File: src/rtl/ahb_apb_bridge.sv
// AHB-lite slave that turns single AHB transfers into APB4 transfers on up to 16 slots.
// Wait states are held until APB completes; slave errors, bad slots and timeouts return ERROR.
module ahb_apb_bridge #(
   parameter int unsigned NSLV     = 16,
   parameter int unsigned SLOT_LSB = 16,
   parameter int unsigned PADDR_W  = 16,
   parameter int unsigned TIMEOUT  = 255
) (
   input  logic               HCLK,
   input  logic               HRESETn,
   input  logic               HSEL,
   input  logic [31:0]        HADDR,
   input  logic [1:0]         HTRANS,
   input  logic               HWRITE,
   input  logic [2:0]         HSIZE,
   input  logic               HREADY,
   input  logic [31:0]        HWDATA,
   output logic               HREADYOUT,
   output logic [31:0]        HRDATA,
   output logic               HRESP,
   output logic [PADDR_W-1:0] PADDR,
   output logic [NSLV-1:0]    PSEL,
   output logic               PENABLE,
   output logic               PWRITE,
   output logic [31:0]        PWDATA,
   output logic [3:0]         PSTRB,
   input  logic [31:0]        PRDATA,
   input  logic               PREADY,
   input  logic               PSLVERR
);

   localparam int unsigned SLOT_W = 4;
   localparam int unsigned CNT_W  = 8;

   typedef enum logic [2:0] {
      S_IDLE, S_WDATA, S_SETUP, S_ACCESS, S_ERR1, S_ERR2
   } state_t;

   state_t              state, state_d;
   logic [CNT_W-1:0]    cnt, cnt_d;
   logic [SLOT_W-1:0]   slot_q, slot_d;
   logic [PADDR_W-1:0]  addr_q, addr_d;
   logic                write_q, write_d;
   logic [2:0]          size_q, size_d;
   logic [PADDR_W-1:0]  paddr_d;
   logic                pwrite_d;
   logic [3:0]          pstrb_d;
   logic [31:0]         pwdata_d;
   logic [31:0]         hrdata_d;
   logic [NSLV-1:0]     psel_d;
   logic                penable_d;
   logic                hreadyout_d;
   logic                hresp_d;
   logic                valid;
   logic                unused_bits;

   assign valid       = HSEL & HTRANS[1] & HREADY;
   assign unused_bits = ^{HADDR, HTRANS[0]};

   // Byte lanes for a write of the given size at the given low address bits.
   function automatic logic [3:0] strb_f(input logic [2:0] size, input logic [1:0] a);
      case (size)
         3'd0:    strb_f = 4'b0001 << a;
         3'd1:    strb_f = a[1] ? 4'b1100 : 4'b0011;
         default: strb_f = 4'b1111;
      endcase
   endfunction

   always_comb begin
      state_d  = state;
      cnt_d    = cnt;
      slot_d   = slot_q;
      addr_d   = addr_q;
      write_d  = write_q;
      size_d   = size_q;
      paddr_d  = PADDR;
      pwrite_d = PWRITE;
      pstrb_d  = PSTRB;
      pwdata_d = PWDATA;
      hrdata_d = HRDATA;
      psel_d   = '0;

      case (state)
         S_IDLE, S_ERR2: begin
            state_d = S_IDLE;
            if (valid) begin
               slot_d  = HADDR[SLOT_LSB +: SLOT_W];
               addr_d  = HADDR[PADDR_W-1:0];
               write_d = HWRITE;
               size_d  = HSIZE;
               if (32'(slot_d) >= NSLV) state_d = S_ERR1;
               else if (HWRITE)         state_d = S_WDATA;
               else                     state_d = S_SETUP;
            end
         end
         S_WDATA: begin
            pwdata_d = HWDATA;
            state_d  = S_SETUP;
         end
         S_SETUP: begin
            cnt_d   = '0;
            state_d = S_ACCESS;
         end
         S_ACCESS: begin
            if (PREADY) begin
               if (PSLVERR) begin
                  state_d = S_ERR1;
               end else begin
                  state_d = S_IDLE;
                  if (!write_q) hrdata_d = PRDATA;
               end
            end else if (cnt == CNT_W'(TIMEOUT - 1)) begin
               state_d = S_ERR1;
            end else begin
               cnt_d = cnt + CNT_W'(1);
            end
         end
         S_ERR1:  state_d = S_ERR2;
         default: state_d = S_IDLE;
      endcase

      // APB address-phase signals only change on entry to SETUP.
      if (state_d == S_SETUP) begin
         paddr_d  = addr_d;
         pwrite_d = write_d;
         pstrb_d  = write_d ? strb_f(size_d, addr_d[1:0]) : 4'b0000;
      end
      if (state_d == S_SETUP || state_d == S_ACCESS) begin
         for (int unsigned i = 0; i < NSLV; i++) psel_d[i] = (slot_d == SLOT_W'(i));
      end
      penable_d   = (state_d == S_ACCESS);
      hreadyout_d = (state_d == S_IDLE) || (state_d == S_ERR2);
      hresp_d     = (state_d == S_ERR1) || (state_d == S_ERR2);
   end

   always_ff @(posedge HCLK or negedge HRESETn) begin
      if (!HRESETn) begin
         state     <= S_IDLE;
         cnt       <= '0;
         slot_q    <= '0;
         addr_q    <= '0;
         write_q   <= 1'b0;
         size_q    <= '0;
         PADDR     <= '0;
         PWRITE    <= 1'b0;
         PSTRB     <= '0;
         PWDATA    <= '0;
         HRDATA    <= '0;
         PSEL      <= '0;
         PENABLE   <= 1'b0;
         HREADYOUT <= 1'b1;
         HRESP     <= 1'b0;
      end else begin
         state     <= state_d;
         cnt       <= cnt_d;
         slot_q    <= slot_d;
         addr_q    <= addr_d;
         write_q   <= write_d;
         size_q    <= size_d;
         PADDR     <= paddr_d;
         PWRITE    <= pwrite_d;
         PSTRB     <= pstrb_d;
         PWDATA    <= pwdata_d;
         HRDATA    <= hrdata_d;
         PSEL      <= psel_d;
         PENABLE   <= penable_d;
         HREADYOUT <= hreadyout_d;
         HRESP     <= hresp_d;
      end
   end

endmodule

File: config.mk
export PLATFORM = sky130hd
export DESIGN_NAME = ahb_apb_bridge
export DESIGN_NICKNAME = d
export VERILOG_FILES = /design/src/rtl/ahb_apb_bridge.sv
export SDC_FILE = /design/constraint.sdc
export NUM_CORES = 1
export LEC_CHECK = 0
export ABC_AREA = 1
export CAP_MARGIN = 20
export CORE_ASPECT_RATIO = 1.2
export CORE_UTILIZATION = 44
export DETAILED_ROUTE_END_ITERATION = 16
export GPL_ROUTABILITY_DRIVEN = 0
export PLACE_DENSITY_LB_ADDON = 0.2
export SYNTH_ARGS = -nofsm -noshare
export SYNTH_HDL_FRONTEND = slang
export SYNTH_SLANG_ARGS = --single-unit
File: constraint.sdc
create_clock -name HCLK -period 2.1 [get_ports HCLK]
set_input_delay 0.42 -clock HCLK [delete_from_list [all_inputs] [get_ports HCLK]]
set_output_delay 0.42 -clock HCLK [all_outputs]
set_load 0.005 [all_outputs]
==> out/results.tsv <==
metric	value	unit
overall power	12500	µW
CP endpoint kind	primary output	
# port buffers	198	
Die Wd	106	µm
Via Count	4375	
total track usage	21.0	%
share of the synthesized area in the top cell type	60.7	%
vias per cell	4.80	
fill count	1006	
largest net degree at the start of global routing	52	
ys async rst share	100	%
fmax	543	MHz
crit path kind	register to primary output	
Final period util	87.7	%
sequential fraction of the synthesis area	61.2	%
placed cell area	7980	µm²
synth top area cells	dfrtp_1 (61%), mux2_2 (13%), nand2_1 (8.2%), inv_1 (2.2%), nor2_1 (1.8%)	
WL final	13300	µm
relative slew slack	72.6	%
maximum clock insertion buffer count	2	
Max VDD drop	0.767	mV
met2 usage	36.4	%
vias in the first global route	4607	
Routed WL per cell	14.5	µm
Main synth FF type	dfrtp_1	
Synth Net Count	620	
setup violators final	0	
CTS root buf	clkbuf_16	
crit path launch type	register	
Pre-Repair DR Iteration Count	4	
GRT Residual Overflow	0	
antenna violations before repair	0	
crit path max-delay cell type	dfstp_2	
Top Family by Delay on Critical Path	flip-flops	
PD cells	1450	nW/µm²
RSZ-0062 raised after global routing	false	
Synth area leader	dfrtp_1	
CTS tree	built	
share of cells above drive strength 1	20.3	%
Avg Inst Size Synth	11.2	µm²
WHS	0.480	ns
maxcap violations	0	
CP max FO	1	
busiest layer in global routing	met2	
P&R area growth vs syn	51.8	%
Slew Limit Fails	0	
Clock Skews	0.00553	ns
clock sink count	139	
1st-iter DRT viols	186	
number of synthesized flops with an enable pin	0	
post_cts resized	0	
diodes inserted	0	
die height	127	µm
crit path DAT	1.42	ns
Final Hold Vio Count	0	
global routing met1 resource utilization	23.0	%
core area	12600	µm²
Inserted Clock Buffers	17	
nets@finish	845	
Leak Pwr	0.00400	µW
count of different cell masters after synthesis	32	
ANT nets after route	0	
global-route wire length before repair	21600	µm
Initial Util	45.1	%
hold crit path type	register to register	
clock period minus worst slack	1.84	ns
I/O Pins	212	
slowest cell delay on critical path	0.53	ns
Cells after Synth	510	
Yosys reg bits	139	
CTS clk-pin slew, worst paths	0.06	ns
buffers and inverters on the worst path	1	
Worst Path Required	1.68	ns
YS warnings	0	
Least-Margin Pin Slew	0.411	ns
Post-DP HPWL	9770	µm
run status	completed	
worst-path cell chain	clkdlybuf4s50_1	
Clk Latency, worst-skew pair	0.41	ns
DRC Markers	0	
M3 GR Usage	8.07	%
Final Cell Area	8630	µm²
CTS H-tree lvls	4	
die area	13400	µm²
Syn Std Cell Area	5690	µm²
# rows	45	
synthesized netlist by cell type (2+ instances only):
master   instances
a21oi_1          3
and2_1          15
buf_2           10
buf_4            2
buf_6            3
dfrtp_1        138
ha_1             2
inv_1           33
inv_2            5
mux2_2          64
nand2_1        124
nand2_2          4
nand3_1         19
nand3_2          3
nand4_1          8
nor2_1          28
nor2_2           4
o21ai_0         10
o21ai_1          8
o21ai_2         10
or2_2            4
xor2_1           3
flip-flops by register name, summed over array words and instances, names as in the netlist:
name       count
addr_q        16
state          3
PWDATA        32
PSEL          16
PWRITE         1
write_q        1
PSTRB          4
PENABLE        1
size_q         3
PADDR         16
HREADYOUT      1
HRDATA        32
slot_q         4
cnt            8
HRESP          1
report_power, final:
part / internal (µW) / switching (µW)
combinational: 2890 / 2170
sequential: 3790 / 536
clock: 2080 / 1090
cell families after synthesis:
group / Yosys count / share of synthesized area (%)
flip-flops: 139 / 61.2
buffers and inverters: 54 / 4.51
adder cells (fa/ha/maj): 2 / 0.440
XOR/XNOR: 4 / 0.616
AND/OR/NAND/NOR: 216 / 17.2
AO/OA/AOI/OAI: 31 / 3.39
multiplexers: 64 / 12.7
layer usage:
metal  share of wire [%]  routed length (µm)
met1                  39                5130
met2                  51                6820
met3                 8.6                1140
met4                 1.3                 176
met5                   0                   0
final timing paths:
path | startpoint | endpoint | slack (ns) | cells past startpoint
max | HREADYOUT | HREADYOUT | 0.26 | 1
min | PADDR[8] | PADDR[8] | 0.48 | 2
max reg2reg | state[0] | PSEL[10] | 0.29 | 8
min reg2reg | PADDR[8] | PADDR[8] | 0.48 | 2
max in group asynchronous | HRESETn | HREADYOUT | 0.94 | 3
min in group asynchronous | HRESETn | size_q[1] | 0.49 | 2
cells in the final DEF (no fill, tap or decap), types with 3 or more instances in the layout:
master | Yosys | layout
or2_2 | 4 | 4
inv_1 | 33 | 33
nor2_2 | 4 | 4
inv_2 | 5 | 5
dfrtp_1 | 138 | 138
clkdlybuf4s50_1 | 0 | 197
clkinv_2 | 0 | 3
o21ai_2 | 10 | 10
mux2_2 | 64 | 64
clkbuf_8 | 0 | 3
nand3_2 | 3 | 3
bufinv_16 | 0 | 4
a21oi_1 | 3 | 3
clkinvlp_4 | 0 | 3
nand2_1 | 124 | 124
o21ai_1 | 8 | 8
o21ai_0 | 10 | 10
nand4_1 | 8 | 8
and2_1 | 15 | 15
clkbuf_16 | 0 | 17
buf_4 | 2 | 19
xor2_1 | 3 | 3
nand3_1 | 19 | 19
nand2_2 | 4 | 4
nor2_1 | 28 | 28
buf_12 | 0 | 4
through the flow:
step	TNS [ns]	instances	worst slack, ns	utilization (%)
CTS	0	912	0.242	68.4
floorplan	0	510	0.507	-
detailed placement	-2.02	879	-0.112	63.3
global route	0	912	0.0979	68.4
global placement	-0.618	879	-0.0568	63.3
finish	0	912	0.259	68.4
final cells by class:
| class | count | area (µm²) | share of cell area, % |
|---|---|---|---|
| well taps | 164 | 205 | 2.38 |
| inverters | 38 | 143 | 1.65 |
| clock inverters | 11 | 166 | 1.93 |
| clock buffers | 21 | 470 | 5.45 |
| flip-flops and latches | 139 | 3480 | 40.3 |
| multi-input cells | 317 | 1950 | 22.6 |
| repair buffers | 222 | 2220 | 25.7 |
timing repair:
item,in CTS,in global routing
hold buffers,1,0
buffers inserted,0,0
hold endpoints to repair,41,0
Note: power is estimated with default switching activity, not from simulation.
